===== config.mk =====
export PLATFORM = sky130hd
export DESIGN_NAME = vga_sync_gen_flat
export DESIGN_NICKNAME = d
export VERILOG_FILES = /design/src/rtl/vga_sync_if.sv /design/src/rtl/vga_sync_gen.sv /design/src/flat_wrapper.sv
export SDC_FILE = /design/constraint.sdc
export NUM_CORES = 1
export LEC_CHECK = 0
export BUFFER_PORTS_ARGS = -buffer_cell sky130_fd_sc_hd__buf_2
export CELL_PAD_IN_SITES_DETAIL_PLACEMENT = 0
export CELL_PAD_IN_SITES_GLOBAL_PLACEMENT = 1
export CORE_MARGIN = 2
export CORE_UTILIZATION = 31
export DETAILED_ROUTE_END_ITERATION = 10
export HOLD_SLACK_MARGIN = 0.08
export PLACE_DENSITY = 0.65
export SLEW_MARGIN = 5
export SYNTH_ARGS = -nofsm -noshare
export SYNTH_HDL_FRONTEND = slang
export SYNTH_SLANG_ARGS = --single-unit

===== constraint.sdc =====
create_clock -name clk -period 2.4 [get_ports clk]
set_clock_uncertainty 0.05 [all_clocks]
set_input_delay 0.48 -clock clk [delete_from_list [all_inputs] [get_ports clk]]
set_output_delay 0.48 -clock clk [all_outputs]
set_load 0.005 [all_outputs]

===== src/rtl/vga_sync_if.sv =====
// vga_sync_if -- timing bundle produced by the VGA sync generator.
//   p_tick     : pixel-enable strobe, high one clk in every two
//   pix_x      : current horizontal count
//   pix_y      : current vertical count
//   video_on   : current pixel lies in the visible region
//   hsync      : horizontal sync, active low
//   vsync      : vertical sync, active low
//   line_tick  : pulse on the last pixel-enable of each line
//   frame_tick : pulse on the last pixel-enable of each frame
// The generator drives through the master modport; consumers use slave.
interface vga_sync_if;
  logic       p_tick;
  logic [9:0] pix_x;
  logic [9:0] pix_y;
  logic       video_on;
  logic       hsync;
  logic       vsync;
  logic       line_tick;
  logic       frame_tick;

  modport master (
    output p_tick, pix_x, pix_y, video_on, hsync, vsync, line_tick, frame_tick
  );

  modport slave (
    input p_tick, pix_x, pix_y, video_on, hsync, vsync, line_tick, frame_tick
  );
endinterface


===== src/rtl/vga_sync_gen.sv =====
// vga_sync_gen -- VGA horizontal/vertical timing generator.
// A 1-bit divider turns the system clock into a pixel enable; the h counter
// advances on each enable, the v counter at the end of each line.
// Ports:
//   clk   : system clock (single domain)
//   reset : synchronous, active-high reset
//   vga   : vga_sync_if.master timing outputs (see vga_sync_if)
module vga_sync_gen #(
  parameter int H_DISPLAY = 640,
  parameter int H_FRONT   = 16,
  parameter int H_SYNC    = 96,
  parameter int H_BACK    = 48,
  parameter int V_DISPLAY = 480,
  parameter int V_FRONT   = 10,
  parameter int V_SYNC    = 2,
  parameter int V_BACK    = 33
) (
  input  logic       clk,
  input  logic       reset,
  vga_sync_if.master vga
);

  localparam int H_TOTAL = H_DISPLAY + H_FRONT + H_SYNC + H_BACK;
  localparam int V_TOTAL = V_DISPLAY + V_FRONT + V_SYNC + V_BACK;

  // 10-bit constants so every counter comparison is width-matched.
  localparam logic [9:0] H_MAX      = 10'(H_TOTAL - 1);
  localparam logic [9:0] V_MAX      = 10'(V_TOTAL - 1);
  localparam logic [9:0] H_VIS      = 10'(H_DISPLAY);
  localparam logic [9:0] V_VIS      = 10'(V_DISPLAY);
  localparam logic [9:0] HS_START   = 10'(H_DISPLAY + H_FRONT);
  localparam logic [9:0] HS_END     = 10'(H_DISPLAY + H_FRONT + H_SYNC - 1);
  localparam logic [9:0] VS_START   = 10'(V_DISPLAY + V_FRONT);
  localparam logic [9:0] VS_END     = 10'(V_DISPLAY + V_FRONT + V_SYNC - 1);

  logic       div_q;
  logic [9:0] h_cnt;
  logic [9:0] v_cnt;
  logic [9:0] h_next;
  logic [9:0] v_next;
  logic       hsync_q;
  logic       vsync_q;
  logic       line_end;

  // Next-state counters. The sync flops are loaded from these so the sync
  // outputs change on the same edge as pix_x/pix_y.
  always_comb begin
    // NOTE: every output gets a default first, so no path leaves it unassigned
    // and no latch is inferred.
    h_next = h_cnt;
    v_next = v_cnt;
    if (div_q) begin
      if (h_cnt == H_MAX) begin
        h_next = '0;
        v_next = (v_cnt == V_MAX) ? '0 : v_cnt + 10'd1;
      end else begin
        h_next = h_cnt + 10'd1;
      end
    end
  end

  // NOTE: sequential state uses non-blocking assignments so all flops sample
  // the pre-edge values regardless of statement order.
  always_ff @(posedge clk) begin
    if (reset) begin
      div_q   <= 1'b0;
      h_cnt   <= '0;
      v_cnt   <= '0;
      hsync_q <= 1'b1;
      vsync_q <= 1'b1;
    end else begin
      div_q   <= ~div_q;
      h_cnt   <= h_next;
      v_cnt   <= v_next;
      hsync_q <= ~((h_next >= HS_START) && (h_next <= HS_END));
      vsync_q <= ~((v_next >= VS_START) && (v_next <= VS_END));
    end
  end

  assign line_end = div_q && (h_cnt == H_MAX);

  assign vga.p_tick     = div_q;
  assign vga.pix_x      = h_cnt;
  assign vga.pix_y      = v_cnt;
  assign vga.video_on   = (h_cnt < H_VIS) && (v_cnt < V_VIS);
  assign vga.hsync      = hsync_q;
  assign vga.vsync      = vsync_q;
  assign vga.line_tick  = line_end;
  assign vga.frame_tick = line_end && (v_cnt == V_MAX);

endmodule


===== src/flat_wrapper.sv =====
// flat-port wrapper written by rule: the top's interface ports become plain ports
module vga_sync_gen_flat 
#(
  parameter int H_DISPLAY = 640,
  parameter int H_FRONT   = 16,
  parameter int H_SYNC    = 96,
  parameter int H_BACK    = 48,
  parameter int V_DISPLAY = 480,
  parameter int V_FRONT   = 10,
  parameter int V_SYNC    = 2,
  parameter int V_BACK    = 33
)
  (clk, reset, vga_p_tick, vga_pix_x, vga_pix_y, vga_video_on, vga_hsync, vga_vsync, vga_line_tick, vga_frame_tick);
  vga_sync_if vga_i ();
  input  logic clk;
  input  logic reset;
  output wire logic [$bits(vga_i.p_tick)-1:0] vga_p_tick;
  output wire logic [$bits(vga_i.pix_x)-1:0] vga_pix_x;
  output wire logic [$bits(vga_i.pix_y)-1:0] vga_pix_y;
  output wire logic [$bits(vga_i.video_on)-1:0] vga_video_on;
  output wire logic [$bits(vga_i.hsync)-1:0] vga_hsync;
  output wire logic [$bits(vga_i.vsync)-1:0] vga_vsync;
  output wire logic [$bits(vga_i.line_tick)-1:0] vga_line_tick;
  output wire logic [$bits(vga_i.frame_tick)-1:0] vga_frame_tick;
  assign vga_p_tick = vga_i.p_tick;
  assign vga_pix_x = vga_i.pix_x;
  assign vga_pix_y = vga_i.pix_y;
  assign vga_video_on = vga_i.video_on;
  assign vga_hsync = vga_i.hsync;
  assign vga_vsync = vga_i.vsync;
  assign vga_line_tick = vga_i.line_tick;
  assign vga_frame_tick = vga_i.frame_tick;
  vga_sync_gen #(.H_DISPLAY(H_DISPLAY), .H_FRONT(H_FRONT), .H_SYNC(H_SYNC), .H_BACK(H_BACK), .V_DISPLAY(V_DISPLAY), .V_FRONT(V_FRONT), .V_SYNC(V_SYNC), .V_BACK(V_BACK)) u_core (.clk(clk), .reset(reset), .vga(vga_i));
endmodule

==> metrics.md <==
| Metric | Value |
|---|---|
| Routed wire length | `between 3000 and 4000 um` |
| Die X | `68.2 um` |
| Worst hold path class | `flip-flop to flip-flop` |
| Drt wl/cell | `between 10 and 15 um` |
| Multi-input gate area | `767 um^2` |
| Share of cells above drive strength 1 | `23.1%` |
| Worst setup path endpoint | `vga_frame_tick` |
| GRT overflow | `0` |
| DR vias/cell | `5.25` |
| Routed Antenna Nets | `0` |
| Worst skew pair latency | `roughly 0.26 ns` |
| Pins over their slew limit | `0` |
| Gp weighted congestion | `0.785` |
| DRC | `0` |
| Vias in the first global route | `1096` |
| Pwr Total | `0.662 mW` |
| Starting Density | `32.1%` |
| Initial drt markers | `74` |
| Rows | `23` |
| Most common cell after layout, fill and taps aside | `buf_2` |
| Core Area | `0.00397 mm^2` |
| Global-route wire length before repair | `between 5000 and 6000 um` |
| Outcome | `complete, no violations` |
| CTS Buffer Depth | `2` |
| Post-layout minimum cycle time | `2.30 ns` |
| Post-CTS Hold Buffers | `0` |
| Leak pwr | `0.608 nW` |
| Ys Warns | `0` |
| R2R cell count | `7` |
| Syn nets | `159` |
| Initial antenna violation count | `0` |
| Area grow syn2layout | `19.3%` |
| Pwr/cell area | `around 430 mW/mm^2` |
| Origin of the critical flop-to-flop path | `u_core.vga.pix_x[5]` |
| EDFF count, synth | `0` |
| Mean Syn Cell Area | `8.29 um^2` |
| TNS Setup | `0 ns` |
| Post-DP HPWL | `approximately 2400 um` |
| Max Fclk | `435 MHz` |
| Cts bufs inserted | `3` |
| DIE AREA | `0.00465 mm^2` |
| Setup CP Type | `flip-flop to output port` |
| Final setup viols | `0` |
| CTS tree | `yes` |
| CP Data Required Time | `1.87 ns` |
| Max_slew headroom | `roughly 72%` |
| Antenna diode count | `0` |
| Register area share after synthesis | `36.1%` |
| Count of different cell masters after synthesis | `39` |
| R2r endpoint | `u_core.vga.hsync` |
| CP Data Arrival Time | `1.77 ns` |
| Critical Path Source | `u_core.vga.pix_x[5]` |
| Die height | `between 60 and 70 um` |
| Flops & latches, synth | `23` |
| Final hold violations | `0` |
| Vias | `1219` |
| Cells after Synth | `154` |
| Commonest non-fill, non-tap cells in the layout | `27 x buf_2, 21 x dfxtp_1, 19 x nor2_1, 11 x nand2_1, 10 x a21oi_1` |
| TritonCTS Sinks | `23` |
| Gr usage total | `between 10% and 20%` |
| Max Cap Violations | `0` |
| Worst Tran Pin Value | `0.418 ns` |
| Crit. End Element | `output port` |
| Htree depth | `1` |
| Register Area | `463 um^2` |
| Clock-pin slew on the worst setup and hold paths | `~0.080 ns` |
| Port-buffer cells | `27` |
| VDD IR max | `between 0.0001 and 0.00015 V` |
| Largest net degree at the start of global routing | `15` |
| Filler cells | `416` |
| IO Pins | `28` |
| Most used flip-flop cell after synthesis | `dfxtp_1` |
| R2R Setup Slk | `0.19 ns` |
| RSZ-0062 raised after global routing | `no` |
| Final Core Density | `approximately two fifths` |
| Crit start category | `flip-flop` |
| Layout net count | `188` |
| Final period util | `95.8%` |
| Synth Cell Area | `0.00128 mm^2` |
| Pre-CTS WS | `about 0.28 ns` |
| CTS Root Cell | `clkbuf_8` |
| Worst-path fanout max | `6` |
| Worst Slack Setup Final | `0.102 ns` |
| Detailed Routing Iterations Pass 1 | `4` |
| Async S/R FF share, synth | `0%` |
critical path, cell delays in order (launching register included):
cell and delay (ns):
dfxtp_2 0.36, or4b_4 0.54, or3_4 0.38, nor2_1 0.11, buf_2 0.12
power by group:
part	total (mW)	switching, mW	leakage (nW)	internal, mW
clock	0.245	0.127	0.0228	0.118
sequential	0.390	0.00493	0.187	0.385
combinational	0.0262	0.0148	0.398	0.0114
total	0.662	0.146	0.608	0.515
flip-flops by register name (all words and copies together), names as in the netlist:
name	flops
u_core.vga.hsync	1
u_core.vga.p_tick	1
u_core.vga.pix_x	10
u_core.vga.pix_y	10
u_core.vga.vsync	1
logic make-up (layout without fill, tap and decap cells):
family | count (synthesis) | count (layout) | synth area share [%]
AOI/OAI and AO/OA | 23 | 23 | 11.1
muxes | 2 | 2 | 1.57
and+or+nand+nor | 78 | 78 | 34.1
xor gates and xnor gates | 14 | 14 | 9.61
DFF | 23 | 23 | 36.1
adders and majority gates | 3 | 3 | 2.94
buffers and inverters | 11 | 39 | 4.61
repair_timing:
| item | in CTS | in global routing |
|---|---|---|
| resized for setup | 1 | 3 |
| setup endpoints to repair | 2 | 3 |
| pin swaps | 1 | 1 |
| hold endpoints to repair | 0 | 0 |
| buffers inserted | 3 | 0 |
synth_stat cells, types with 4 or more instances:
library cell | count | area share, %
nand3_1 | 9 | 3.5
dfxtp_1 | 23 | 36
nand2_1 | 11 | 3.2
xnor2_1 | 9 | 6.2
and3_1 | 4 | 2.0
nor3_1 | 5 | 2.0
o21ai_0 | 5 | 2.0
a21oi_1 | 10 | 3.9
clkbuf_1 | 4 | 1.2
xor2_1 | 5 | 3.4
nand4_1 | 8 | 3.9
nor2_1 | 19 | 5.6
routing by layer:
metal / part of all wire, % / up-vias / global-route usage [%] / routed length (um)
li1: - / 606 / - / -
met1: 49 / 571 / 22.0 / 1650
met2: 45 / 40 / 24.8 / 1510
met3: 5.1 / 2 / 2.63 / 172
met4: 0.54 / 0 / 3.75 / 18
met5: 0 / - / 0 / 0
worst min-delay path by stage:
stage,start,endpoint,slack (ns),depth (start not counted)
final,u_core.vga.pix_x[9],u_core.vga.hsync,0.47,1
after global routing,u_core.vga.pix_x[9],u_core.vga.hsync,0.48,1
after CTS,u_core.vga.pix_x[9],u_core.vga.hsync,0.46,1
after detailed placement,u_core.vga.pix_x[9],u_core.vga.hsync,0.44,1
after global placement,u_core.vga.pix_x[9],u_core.vga.hsync,0.44,1
after floorplan,u_core.vga.pix_x[9],u_core.vga.hsync,0.40,1
metrics by stage:
step | instances | hold slack (ns) | area [um^2]
after floorplan | 154 | 0.400 | 1280
after global placement | 225 | 0.442 | 1440
after detailed placement | 225 | 0.439 | 1440
after CTS | 232 | 0.460 | 1510
after global routing | 232 | 0.481 | 1520
final | 232 | 0.473 | 1520
cell type report:
class,instances,area share (%)
clock buffers,4,2.96
inverters,4,1.31
multi-input cells,120,50.4
flip-flops and latches,23,30.4
well taps,50,4.11
repair buffers,31,10.8
Power figures use the tool's default switching activity.
